<file path="config.mk">
export PLATFORM = sky130hd
export DESIGN_NAME = io_mmio_ctrl
export DESIGN_NICKNAME = d
export VERILOG_FILES = /design/src/rtl/io_mmio_ctrl.sv
export SDC_FILE = /design/constraint.sdc
export NUM_CORES = 1
export LEC_CHECK = 0
export BUFFER_PORTS_ARGS = -buffer_cell sky130_fd_sc_hd__buf_4
export CAP_MARGIN = 5
export CELL_PAD_IN_SITES_DETAIL_PLACEMENT = 0
export CELL_PAD_IN_SITES_GLOBAL_PLACEMENT = 1
export CORE_MARGIN = 2
export CORE_UTILIZATION = 28
export CTS_CLUSTER_SIZE = 20
export DETAILED_ROUTE_END_ITERATION = 12
export PLACE_DENSITY_LB_ADDON = 0.1
export RECOVER_POWER = 25
export SYNTH_ARGS = -nofsm -noshare
export SYNTH_HDL_FRONTEND = slang
export SYNTH_SLANG_ARGS = --single-unit
</file>
<file path="constraint.sdc">
create_clock -name clk -period 1.9 [get_ports clk]
set_input_delay 0.095 -clock clk [delete_from_list [all_inputs] [get_ports clk]]
set_output_delay 0.095 -clock clk [all_outputs]
set_load 0.005 [all_outputs]
</file>
<file path="src/rtl/io_mmio_ctrl.sv">
// rtl/io_mmio_ctrl.sv - memory-mapped switch/button/LED controller with debounce and status flags
module io_mmio_ctrl #(
  parameter int DATA_W    = 32,
  parameter int ADDR_W    = 3,
  parameter int SW_WIDTH  = 16,
  parameter int LED_WIDTH = 12,
  parameter int DB_CYCLES = 4
) (
  input  logic                 clk,
  input  logic                 reset,
  input  logic                 pRead,
  input  logic                 pWrite,
  input  logic [ADDR_W-1:0]    addr,
  input  logic [DATA_W-1:0]    pWriteData,
  output logic [DATA_W-1:0]    pReadData,
  input  logic                 buttonL,
  input  logic                 buttonR,
  input  logic [SW_WIDTH-1:0]  switch,
  output logic [LED_WIDTH-1:0] led,
  output logic                 irq
);

  localparam int CNT_W = (DB_CYCLES > 1) ? $clog2(DB_CYCLES) : 1;
  localparam logic [CNT_W-1:0] CNT_LAST = CNT_W'(DB_CYCLES - 1);

  localparam logic [ADDR_W-1:0] A_STATUS     = ADDR_W'(0);
  localparam logic [ADDR_W-1:0] A_LED_DATA   = ADDR_W'(1);
  localparam logic [ADDR_W-1:0] A_SW_DATA    = ADDR_W'(2);
  localparam logic [ADDR_W-1:0] A_SW_LIVE    = ADDR_W'(3);
  localparam logic [ADDR_W-1:0] A_CTRL       = ADDR_W'(4);
  localparam logic [ADDR_W-1:0] A_STATUS_CLR = ADDR_W'(5);

  // index 0 is buttonL, index 1 is buttonR
  logic [1:0]       btn_raw;
  logic [1:0]       btn_s1;
  logic [1:0]       btn_s2;
  logic [1:0]       btn_db;
  logic [1:0]       btn_db_next;
  logic [1:0]       btn_press;
  logic [CNT_W-1:0] btn_cnt [2];

  logic [SW_WIDTH-1:0]  sw_s1;
  logic [SW_WIDTH-1:0]  sw_s2;
  logic [SW_WIDTH-1:0]  snapshot;
  logic [LED_WIDTH-1:0] shadow;
  logic [3:0]           ctrl;

  logic led_ack;
  logic sw_valid;
  logic sw_ovr;
  logic led_ack_next;
  logic sw_valid_next;
  logic sw_ovr_next;

  logic press_l;
  logic press_r;
  logic wr_led;
  logic wr_ctrl;
  logic wr_clr;
  logic rd_sw;
  logic sw_clear;
  logic capture;
  logic auto_led;
  logic auto_sw;
  logic ie_led;
  logic ie_sw;
  logic unused_wdata;

  assign btn_raw  = {buttonR, buttonL};
  assign press_l  = btn_press[0];
  assign press_r  = btn_press[1];
  assign auto_led = ctrl[0];
  assign auto_sw  = ctrl[1];
  assign ie_led   = ctrl[2];
  assign ie_sw    = ctrl[3];

  assign wr_led  = pWrite && (addr == A_LED_DATA);
  assign wr_ctrl = pWrite && (addr == A_CTRL);
  assign wr_clr  = pWrite && (addr == A_STATUS_CLR);
  assign rd_sw   = pRead  && (addr == A_SW_DATA);
  assign capture = press_r || auto_sw;

  assign unused_wdata = ^pWriteData;

  // The debounced level flips only after DB_CYCLES consecutive disagreeing samples
  always_comb begin
    btn_db_next = btn_db;
    for (int i = 0; i < 2; i++) begin
      if ((btn_s2[i] != btn_db[i]) && (btn_cnt[i] == CNT_LAST)) begin
        btn_db_next[i] = btn_s2[i];
      end
    end
  end

  always_ff @(posedge clk or negedge reset) begin
    if (!reset) begin
      btn_s1     <= '0;
      btn_s2     <= '0;
      btn_db     <= '0;
      btn_press  <= '0;
      btn_cnt[0] <= '0;
      btn_cnt[1] <= '0;
      sw_s1      <= '0;
      sw_s2      <= '0;
    end else begin
      btn_s1    <= btn_raw;
      btn_s2    <= btn_s1;
      btn_db    <= btn_db_next;
      btn_press <= btn_db_next & ~btn_db;
      sw_s1     <= switch;
      sw_s2     <= sw_s1;
      for (int i = 0; i < 2; i++) begin
        if ((btn_s2[i] == btn_db[i]) || (btn_cnt[i] == CNT_LAST)) begin
          btn_cnt[i] <= '0;
        end else begin
          btn_cnt[i] <= btn_cnt[i] + CNT_W'(1);
        end
      end
    end
  end

  // Set events beat STATUS_CLR; an LED_DATA write beats a same-cycle L press
  always_comb begin
    sw_clear = rd_sw || (wr_clr && pWriteData[1]);

    led_ack_next = led_ack;
    if (wr_led) begin
      led_ack_next = 1'b0;
    end else if (press_l) begin
      led_ack_next = 1'b1;
    end else if (wr_clr && pWriteData[0]) begin
      led_ack_next = 1'b0;
    end

    sw_valid_next = sw_valid;
    if (press_r) begin
      sw_valid_next = 1'b1;
    end else if (sw_clear) begin
      sw_valid_next = 1'b0;
    end

    sw_ovr_next = sw_ovr;
    if (press_r && sw_valid && !sw_clear) begin
      sw_ovr_next = 1'b1;
    end else if (wr_clr && pWriteData[2]) begin
      sw_ovr_next = 1'b0;
    end
  end

  always_ff @(posedge clk or negedge reset) begin
    if (!reset) begin
      led      <= '0;
      shadow   <= '0;
      snapshot <= '0;
      ctrl     <= '0;
      led_ack  <= 1'b0;
      sw_valid <= 1'b0;
      sw_ovr   <= 1'b0;
    end else begin
      if (wr_led) begin
        shadow <= pWriteData[LED_WIDTH-1:0];
      end
      if (wr_led && auto_led) begin
        led <= pWriteData[LED_WIDTH-1:0];
      end else if (press_l) begin
        led <= shadow;
      end
      if (wr_ctrl) begin
        ctrl <= pWriteData[3:0];
      end
      if (capture) begin
        snapshot <= sw_s2;
      end
      led_ack  <= led_ack_next;
      sw_valid <= sw_valid_next;
      sw_ovr   <= sw_ovr_next;
    end
  end

  always_comb begin
    pReadData = '0;
    if (pRead) begin
      case (addr)
        A_STATUS:   pReadData = DATA_W'({sw_ovr, sw_valid, led_ack});
        A_LED_DATA: pReadData = DATA_W'(shadow);
        A_SW_DATA:  pReadData = DATA_W'(snapshot);
        A_SW_LIVE:  pReadData = DATA_W'(sw_s2);
        A_CTRL:     pReadData = DATA_W'(ctrl);
        default:    pReadData = '0;
      endcase
    end
  end

  assign irq = (led_ack && ie_led) || (sw_valid && ie_sw);

endmodule

</file>
==> flow_summary.html, run 1 <==
<table>
<tr><th>Metric</th><th>Value</th></tr>
<tr><th colspan="2">Timing</th></tr>
<tr><td>Final clock period utilization by the worst path</td><td>0.866</td></tr>
<tr><td>Unrepaired setup endpoints after global routing</td><td>no</td></tr>
<tr><td>Fin Setup TNS</td><td>0 ns</td></tr>
<tr><td>Setup-violating endpoint count in the final report</td><td>0</td></tr>
<tr><td>Number of hold violations in the final report</td><td>0</td></tr>
<tr><td>Fmax achieved</td><td>608 MHz</td></tr>
<tr><td>Worst hold slack across all endpoints</td><td>0.0185 ns</td></tr>
<tr><td>Clock period minus worst slack</td><td>1.65 ns</td></tr>
<tr><td>Max Slew Vio Count</td><td>0</td></tr>
<tr><td>Worst setup skew after layout</td><td>0.00490 ns</td></tr>
<tr><th colspan="2">Clock tree</th></tr>
<tr><td>Clock latency reported for the late side of the worst-skew pair</td><td>0.34 ns</td></tr>
<tr><td>Register clock-pin slew on the reported worst setup and hold paths</td><td>0.06 ns</td></tr>
<tr><td>Clock buffer count from CTS</td><td>9</td></tr>
<tr><td>Clock sink count</td><td>91</td></tr>
<tr><td>Longest Clk Path Bufs</td><td>2</td></tr>
<tr><td>Clock tree from TritonCTS</td><td>done</td></tr>
<tr><td>Post-cts gate resize count</td><td>0</td></tr>
<tr><td>Root buffer selected by CTS</td><td>clkbuf_16</td></tr>
<tr><td>Number of levels the H-tree was split into</td><td>3</td></tr>
<tr><th colspan="2">Critical path</th></tr>
<tr><td>Depth of the worst register-to-register path</td><td>3</td></tr>
<tr><td>Largest driver fanout on the critical path</td><td>2</td></tr>
<tr><td>Beginning of the worst register-to-register path</td><td>ctrl[1]</td></tr>
<tr><td>Reg2Reg Capture Point</td><td>snapshot[13]</td></tr>
<tr><td>Required time of the critical path</td><td>1.80 ns</td></tr>
<tr><td>Critical path launch point</td><td>sw_s2[3]</td></tr>
<tr><td>Critical path class</td><td>flop to output port</td></tr>
<tr><td>Startpoint class of the critical path</td><td>flop</td></tr>
<tr><td>Crit end category</td><td>output port</td></tr>
<tr><td>Setup slack on the worst flop-to-flop path</td><td>0.65 ns</td></tr>
<tr><td>CP Data Arrival Time</td><td>1.55 ns</td></tr>
<tr><th colspan="2">Hold path</th></tr>
<tr><td>Hold Path Sink</td><td>shadow[3]</td></tr>
<tr><td>Min-Delay Path Class</td><td>input pin to flop</td></tr>
<tr><td>Hold Path Origin</td><td>pWriteData[3]</td></tr>
<tr><td>Worst hold path stage count</td><td>2</td></tr>
<tr><th colspan="2">Job</th></tr>
<tr><td>Maximum Capacitance Violations</td><td>0</td></tr>
<tr><th colspan="2">Routing</th></tr>
<tr><td>DRC violation count after routing</td><td>0</td></tr>
<tr><td>Via count</td><td>2403</td></tr>
<tr><td>Wire length after detailed routing</td><td>8.26 mm</td></tr>
<tr><td>Count of routing violations after the opening detailed-route iteration</td><td>76</td></tr>
<tr><td>First-pass DRT Iterations</td><td>4</td></tr>
<tr><td>Antenna-violating nets left</td><td>0</td></tr>
<tr><td>Routed wire length per instance</td><td>15.1 um</td></tr>
<tr><td>Average vias per placed instance</td><td>4.39</td></tr>
<tr><th colspan="2">Final layout</th></tr>
<tr><td>Seq. cell area</td><td>2280 sq um</td></tr>
<tr><td>Area growth from synthesis to final layout</td><td>30.3%</td></tr>
<tr><td>Post-route cell area</td><td>4940 sq um</td></tr>
<tr><td>Combined area of the multi-input logic cells</td><td>1320 sq um</td></tr>
<tr><td>Fraction of the core area covered by cells at the end of the flow</td><td>0.373</td></tr>
<tr><td>Final nets</td><td>428</td></tr>
<tr><td>Fillers</td><td>1355</td></tr>
<tr><td>Antenna fix cells</td><td>0</td></tr>
<tr><td>Layout cell share with drive strength beyond 1</td><td>0.387</td></tr>
<tr><th colspan="2">Placement</th></tr>
<tr><td>Sum of net half-perimeters after detailed placement</td><td>5.71 mm</td></tr>
<tr><td>Standard cell area after detailed placement</td><td>4390 sq um</td></tr>
<tr><td>Final Wtd Congestion</td><td>0.746</td></tr>
<tr><td>Port Buffers</td><td>65</td></tr>
<tr><th colspan="2">Global route</th></tr>
<tr><td>Pin count of the biggest net entering global routing</td><td>44</td></tr>
<tr><td>First-pass GRT wire length</td><td>13.7 mm</td></tr>
<tr><td>Number of global-route vias before repair</td><td>2529</td></tr>
<tr><td>GR Overflow Total</td><td>0</td></tr>
<tr><td>Antenna violations before repair</td><td>0</td></tr>
<tr><td>Overall track demand over capacity in global routing</td><td>0.126</td></tr>
<tr><th colspan="2">Power and ir drop</th></tr>
<tr><td>Power Dens Cells</td><td>1150 nW/um^2</td></tr>
<tr><td>Maximum VDD drop</td><td>0.000665 V</td></tr>
<tr><td>Pleak</td><td>2.18 nW</td></tr>
<tr><th colspan="2">Logic synthesis</th></tr>
<tr><td>#FFs+latches synth</td><td>91</td></tr>
<tr><td>Fraction of synthesized cell area taken by the top area cell type</td><td>0.600</td></tr>
<tr><td>Async SR Flop Fraction</td><td>1.00</td></tr>
<tr><td>Distinct cell type count after synthesis</td><td>39</td></tr>
<tr><td>Synthesis Warnings</td><td>0</td></tr>
<tr><td>Dominant cell type by area after synthesis</td><td>dfrtp_1</td></tr>
<tr><td>Synthesized instance count</td><td>275</td></tr>
<tr><td>Cell area after synthesis</td><td>3790 sq um</td></tr>
<tr><td>Primary FF master, synth</td><td>dfrtp_1</td></tr>
<tr><td>Mean instance size in the synthesized netlist</td><td>13.8 sq um</td></tr>
<tr><td>Commonest cells post-synth</td><td>91 x dfrtp_1, 41 x mux2_2, 20 x buf_4</td></tr>
<tr><td>Top area cells in the synthesized netlist</td><td>dfrtp_1 60%, mux2_2 12%, mux2i_1 4.2%</td></tr>
<tr><td>Number of flops mapped to enable cells by yosys</td><td>0</td></tr>
<tr><td>Leading cell type by number of instances after synthesis</td><td>dfrtp_1</td></tr>
<tr><td>Register area share after synthesis</td><td>0.600</td></tr>
<tr><th colspan="2">Floorplan</th></tr>
<tr><td>Horizontal die dimension</td><td>120 um</td></tr>
<tr><td>Initial core utilization</td><td>0.286</td></tr>
<tr><td>Row cnt</td><td>42</td></tr>
<tr><td>Core ar.</td><td>13200 sq um</td></tr>
<tr><td>IO Pins</td><td>102</td></tr>
<tr><td>DIE AREA</td><td>14500 sq um</td></tr>
<tr><td>Height of the chip</td><td>120 um</td></tr>
<tr><th colspan="2">Outcome</th></tr>
<tr><td>Run status</td><td>finished clean</td></tr>
</table>
timing repair:
action	CTS	global route
hold buffers	27	0
setup buffers	0	0
endpoints found under the hold margin	95	0
sequential cells by signal (all words and copies together), names as in the netlist:
register	count
snapshot	16
sw_s1	16
sw_s2	16
led	12
shadow	12
btn_cnt	4
ctrl	4
btn_db	2
btn_press	2
btn_s1	2
btn_s2	2
led_ack	1
sw_ovr	1
sw_valid	1
where the power goes:
part	internal [mW]	switching, mW
registers	2.39	0.301
clock network	1.04	0.699
logic	0.774	0.498
total	4.20	1.50
stage by stage:
| stage | std cells | setup slack [ns] | total power, mW |
|---|---|---|---|
| floorplan | 290 | 0.558 | 3.42 |
| global placement | 507 | 0.372 | 3.97 |
| detailed placement | 507 | 0.404 | 4.00 |
| CTS | 548 | 0.239 | 5.83 |
| global route | 548 | 0.178 | 6.09 |
| finish | 548 | 0.254 | 5.70 |
how the worst max path moves through the flow:
| stage | end | slack, ns | cells after the start |
|---|---|---|---|
| after global routing | pReadData[3] | 0.18 | 4 |
| after global placement | pReadData[3] | 0.37 | 5 |
| after CTS | pReadData[3] | 0.24 | 4 |
| after floorplan | snapshot[0] | 0.56 | 3 |
| after detailed placement | pReadData[3] | 0.40 | 5 |
| final | pReadData[3] | 0.25 | 4 |
worst max-delay path, stage by stage, from the launching register on:
cell	delay, ns
dfrtp_1	0.38
mux2_2	0.27
a221oi_1	0.32
a211oi_1	0.09
buf_4	0.15
layer usage:
layer,GRT usage,up-vias,wire length [um]
li1,-,1128,-
met1,0.163,1206,3830
met2,0.198,60,3940
met3,0.0458,9,400
met4,0.0371,0,84
met5,0,-,0
cell usage in the layout, fill, tap and decap left out, drive strengths merged, types with 2 or more instances in the layout:
master       netlist  routed
a21oi              4       4
a22oi              8       8
buf               27      58
clkbuf             5      26
clkinv             0       2
conb               1      16
dfrtp             91      91
dlygate4sd3        0      27
ha                 2       2
inv                4       4
mux2              41      41
mux2i             16      16
mux4               3       3
nand2              3       3
nand2b             4       4
nand3             12      12
nand4              2       2
nor2              17      17
nor3               2       2
nor3b              2       2
o211ai             3       3
o21ai             14      14
xnor2              2       2
cell type report:
type / count / area share
Clock buffer: 11 / 0.0491
Clock inverter: 3 / 0.00810
Inverter: 4 / 0.00304
Multi-Input combinational cell: 163 / 0.266
Sequential cell: 91 / 0.461
Tap cell: 176 / 0.0446
Timing Repair Buffer: 100 / 0.168
cell families after synthesis:
kind of cell | Yosys count | synth area share
compound gates | 35 | 0.0689
xor+xnor | 2 | 0.00462
fa+ha+maj | 2 | 0.00660
buf+inv | 36 | 0.0676
flops | 91 | 0.600
mux | 60 | 0.182
other cells | 1 | 0.000988
simple gates | 48 | 0.0693
(Power assumes the default switching activity.)
==> inputs of run 2 (changes only) <==
RECOVER_POWER = default   (was 25)
clock period = 1.6 ns   (was 1.9 ns; I/O delays follow)
==> run 2 against run 1 <==
Compared with the run above:
- sequential power grew 18%
- clock power up 39%
- design area increased by 4.7%
- first-iteration DRC count fell by 18%
- via count grew 1.1%
- highest routed layer unchanged
==> flow_summary.html, run 2 (same netlist as run 1, synthesis figures left out) <==
<table>
<tr><th>Metric</th><th>Value</th></tr>
<tr><th colspan="2">Power and ir drop</th></tr>
<tr><td>Switching Fraction</td><td>0.253 (was 0.263)</td></tr>
<tr><td>Total power consumption of the routed design</td><td>7.24 mW (was 5.70 mW)</td></tr>
<tr><td>Power Dens Cells</td><td>1400 nW/um^2 (was 1150 nW/um^2)</td></tr>
<tr><td>Pleak</td><td>2.30 nW (was 2.18 nW)</td></tr>
<tr><td>Part of the total power dissipated in sequential elements</td><td>0.439 (was 0.473)</td></tr>
<tr><td>Maximum VDD drop</td><td>0.000872 V (was 0.000665 V)</td></tr>
<tr><td>Relative contribution of the clock network to total power</td><td>0.333 (was 0.304)</td></tr>
<tr><td>Relative contribution of combinational cells to total power</td><td>0.229 (was 0.223)</td></tr>
<tr><td>Int Power</td><td>5.41 mW (was 4.20 mW)</td></tr>
<tr><td>Psw</td><td>1.83 mW (was 1.50 mW)</td></tr>
<tr><th colspan="2">Timing</th></tr>
<tr><td>Worst setup skew after layout</td><td>0.00515 ns (was 0.00490 ns)</td></tr>
<tr><td>Fmax achieved</td><td>632 MHz</td></tr>
<tr><td>Unrepaired setup endpoints after global routing</td><td>yes (was no)</td></tr>
<tr><td>Setup-violating endpoint count in the final report</td><td>0 (unchanged)</td></tr>
<tr><td>Clock period minus worst slack</td><td>1.58 ns</td></tr>
<tr><td>Max Slew Vio Count</td><td>0 (unchanged)</td></tr>
<tr><td>Fin Setup TNS</td><td>0 ns (unchanged)</td></tr>
<tr><td>Final clock period utilization by the worst path</td><td>0.988</td></tr>
<tr><td>Number of hold violations in the final report</td><td>0 (unchanged)</td></tr>
<tr><th colspan="2">Critical path</th></tr>
<tr><td>CP cell instances</td><td>mux4_2, nand2b_4, a21oi_2, buf_4 (was mux2_2, a221oi_1, a211oi_1, buf_4)</td></tr>
<tr><td>Crit end category</td><td>output port (unchanged)</td></tr>
<tr><td>Cell with the biggest individual delay on the critical path</td><td>mux4_2 (was dfrtp_1)</td></tr>
<tr><td>CP Data Arrival Time</td><td>1.50 ns (was 1.55 ns)</td></tr>
<tr><td>Largest driver fanout on the critical path</td><td>2 (unchanged)</td></tr>
<tr><td>Max stage delay on crit path</td><td>0.51 ns (was 0.38 ns)</td></tr>
<tr><td>Required time of the critical path</td><td>1.52 ns (was 1.80 ns)</td></tr>
<tr><td>Startpoint class of the critical path</td><td>flop (unchanged)</td></tr>
<tr><td>Critical path class</td><td>flop to output port (unchanged)</td></tr>
<tr><th colspan="2">Final layout</th></tr>
<tr><td>Fillers</td><td>1304 (was 1355)</td></tr>
<tr><td>Combined area of the multi-input logic cells</td><td>1360 sq um (was 1320 sq um)</td></tr>
<tr><td>Most frequent standard cell in the layout excluding fill and tap cells</td><td>dfrtp_1 (unchanged)</td></tr>
<tr><td>Seq. cell area</td><td>2280 sq um (unchanged)</td></tr>
<tr><td>Final nets</td><td>440 (was 428)</td></tr>
<tr><td>Most used cells in the layout excluding fill and tap cells</td><td>91 x dfrtp_1, 79 x buf_4, 40 x mux2_2, 29 x dlygate4sd3_1 (was 91 x dfrtp_1, 57 x buf_4, 41 x mux2_2, 27 x dlygate4sd3_1)</td></tr>
<tr><td>Largest registers in the final layout</td><td>snapshot (16), sw_s1 (16), sw_s2 (16) (unchanged)</td></tr>
<tr><td>Layout cell share with drive strength beyond 1</td><td>0.417 (was 0.387)</td></tr>
<tr><td>Area growth from synthesis to final layout</td><td>36.4% (was 30.3%)</td></tr>
<tr><td>Antenna fix cells</td><td>0 (unchanged)</td></tr>
<tr><th colspan="2">Hold path</th></tr>
<tr><td>Min-Delay Path Class</td><td>input pin to flop (unchanged)</td></tr>
<tr><th colspan="2">Clock tree</th></tr>
<tr><td>Clock sink count</td><td>91 (unchanged)</td></tr>
<tr><td>Clock tree from TritonCTS</td><td>done (unchanged)</td></tr>
<tr><td>Register clock-pin slew on the reported worst setup and hold paths</td><td>0.06 ns (about the same)</td></tr>
<tr><td>Root buffer selected by CTS</td><td>clkbuf_16 (unchanged)</td></tr>
<tr><td>Clock buffer count from CTS</td><td>9 (unchanged)</td></tr>
<tr><td>Number of levels the H-tree was split into</td><td>3 (unchanged)</td></tr>
<tr><td>Longest Clk Path Bufs</td><td>2 (unchanged)</td></tr>
<tr><td>Clock latency reported for the late side of the worst-skew pair</td><td>0.34 ns (about the same)</td></tr>
<tr><th colspan="2">Global route</th></tr>
<tr><td>Number of global-route vias before repair</td><td>2520 (was 2529)</td></tr>
<tr><td>Overall track demand over capacity in global routing</td><td>0.125 (was 0.126)</td></tr>
<tr><td>GR Overflow Total</td><td>0 (unchanged)</td></tr>
<tr><td>Pin count of the biggest net entering global routing</td><td>36 (was 44)</td></tr>
<tr><td>First-pass GRT wire length</td><td>13.6 mm (was 13.7 mm)</td></tr>
<tr><td>Antenna violations before repair</td><td>0 (unchanged)</td></tr>
<tr><th colspan="2">Job</th></tr>
<tr><td>Maximum Capacitance Violations</td><td>0 (unchanged)</td></tr>
<tr><th colspan="2">Routing</th></tr>
<tr><td>Wire length after detailed routing</td><td>8.29 mm (was 8.26 mm)</td></tr>
<tr><td>Via count</td><td>2430 (was 2403)</td></tr>
<tr><td>DRC violation count after routing</td><td>0 (unchanged)</td></tr>
<tr><td>Count of routing violations after the opening detailed-route iteration</td><td>62 (was 76)</td></tr>
<tr><td>First-pass DRT Iterations</td><td>4 (unchanged)</td></tr>
<tr><td>Routed wire length per instance</td><td>14.7 um (was 15.1 um)</td></tr>
<tr><td>Antenna-violating nets left</td><td>0 (unchanged)</td></tr>
<tr><td>Average vias per placed instance</td><td>4.32 (was 4.39)</td></tr>
<tr><th colspan="2">Floorplan</th></tr>
<tr><td>Horizontal die dimension</td><td>120 um (unchanged)</td></tr>
<tr><td>Row cnt</td><td>42 (unchanged)</td></tr>
<tr><td>DIE AREA</td><td>14500 sq um (unchanged)</td></tr>
<tr><td>IO Pins</td><td>102 (unchanged)</td></tr>
<tr><td>Height of the chip</td><td>120 um (unchanged)</td></tr>
<tr><td>Core ar.</td><td>13200 sq um (unchanged)</td></tr>
<tr><td>Initial core utilization</td><td>0.286 (unchanged)</td></tr>
<tr><th colspan="2">Outcome</th></tr>
<tr><td>Run status</td><td>finished clean (unchanged)</td></tr>
<tr><th colspan="2">Placement</th></tr>
<tr><td>Port Buffers</td><td>65 (unchanged)</td></tr>
<tr><td>Sum of net half-perimeters after detailed placement</td><td>5.84 mm (was 5.71 mm)</td></tr>
<tr><td>Final Wtd Congestion</td><td>0.717 (was 0.746)</td></tr>
</table>
==> run 2: cell types whose count changed in the layout (fill, tap and decap cells not counted), moves of 2 or more <==
cell           before  now
buf_12              1    4
a21oi_2             0    2
clkbuf_4           15    0
buf_4              57   79
a21oi_1             4    2
bufinv_16           1    3
dlygate4sd3_1      27   29
==> run 2: power by group through the flow <==
stage | clock [mW] | combinational, mW | sequential (mW)
floorplan | 0 | 0.922 | 3.14
global placement | 0 | 1.49 | 3.24
detailed placement | 0 | 1.52 | 3.26
CTS | 2.50 | 1.66 | 3.20
global route | 2.61 | 1.84 | 3.26
finish | 2.41 | 1.66 | 3.18
==> run 2: final timing paths <==
| path | start | endpoint | slack [ns] | cells after the start |
|---|---|---|---|---|
| max | shadow[0] | pReadData[0] | 0.02 | 4 |
| min | pWriteData[0] | led[0] | 0.02 | 3 |
| max reg2reg | ctrl[1] | snapshot[3] | 0.36 | 3 |
| min reg2reg | btn_s1[0] | btn_s2[0] | 0.35 | 0 |
| max in group asynchronous | reset | snapshot[6] | 0.86 | 3 |
| min in group asynchronous | reset | led[2] | 0.21 | 2 |
==> run 2: through the flow <==
step                      instance area, sq um  utilization  hold WS (ns)  setup slack [ns]  cells
after global routing                      5180        0.391        0.0134           -0.0458    562
after detailed placement                  4460        0.337        0.0283             0.241    512
after floorplan                           3850            -        -0.216             0.258    290
after CTS                                 5130        0.388       0.00195        0.00000133    561
final                                     5180        0.391        0.0219            0.0190    562
after global placement                    4460        0.337        0.0283             0.258    512
==> run 2: layout make-up <==
class,instances,share of cell area
sequential,91,0.440
multi-input combinational,163,0.262
timing repair buffer,112,0.186
clock buffer,11,0.0469
tap,176,0.0425
clock inverter,5,0.0193
inverter,4,0.00290
==> run 2: critical path: cells and delay by family, from the launching register on <==
family,cells,cell delay [ns]
AO/OA/AOI/OAI,1,0.05
buffers and inverters,1,0.13
flip-flops,1,0.38
multiplexers,1,0.51
AND/OR/NAND/NOR,1,0.09
==> run 2: repair_timing <==
| action | CTS | global route |
|---|---|---|
| setup buffers | 5 | 0 |
| endpoints found under the setup margin | 4 | 4 |
| hold buffers | 28 | 1 |
| endpoints found under the hold margin | 59 | 1 |
| pin swaps | 1 | 4 |
| gates resized for setup | 2 | 5 |
==> run 2: layer usage <==
metal,vias up,part of all wire,wire (um),global-route usage
met5,-,0,0,0
met4,0,0.012,97,0.0371
met2,55,0.48,4000,0.195
met3,8,0.049,410,0.0443
li1,1150,-,-,-
met1,1217,0.46,3780,0.164
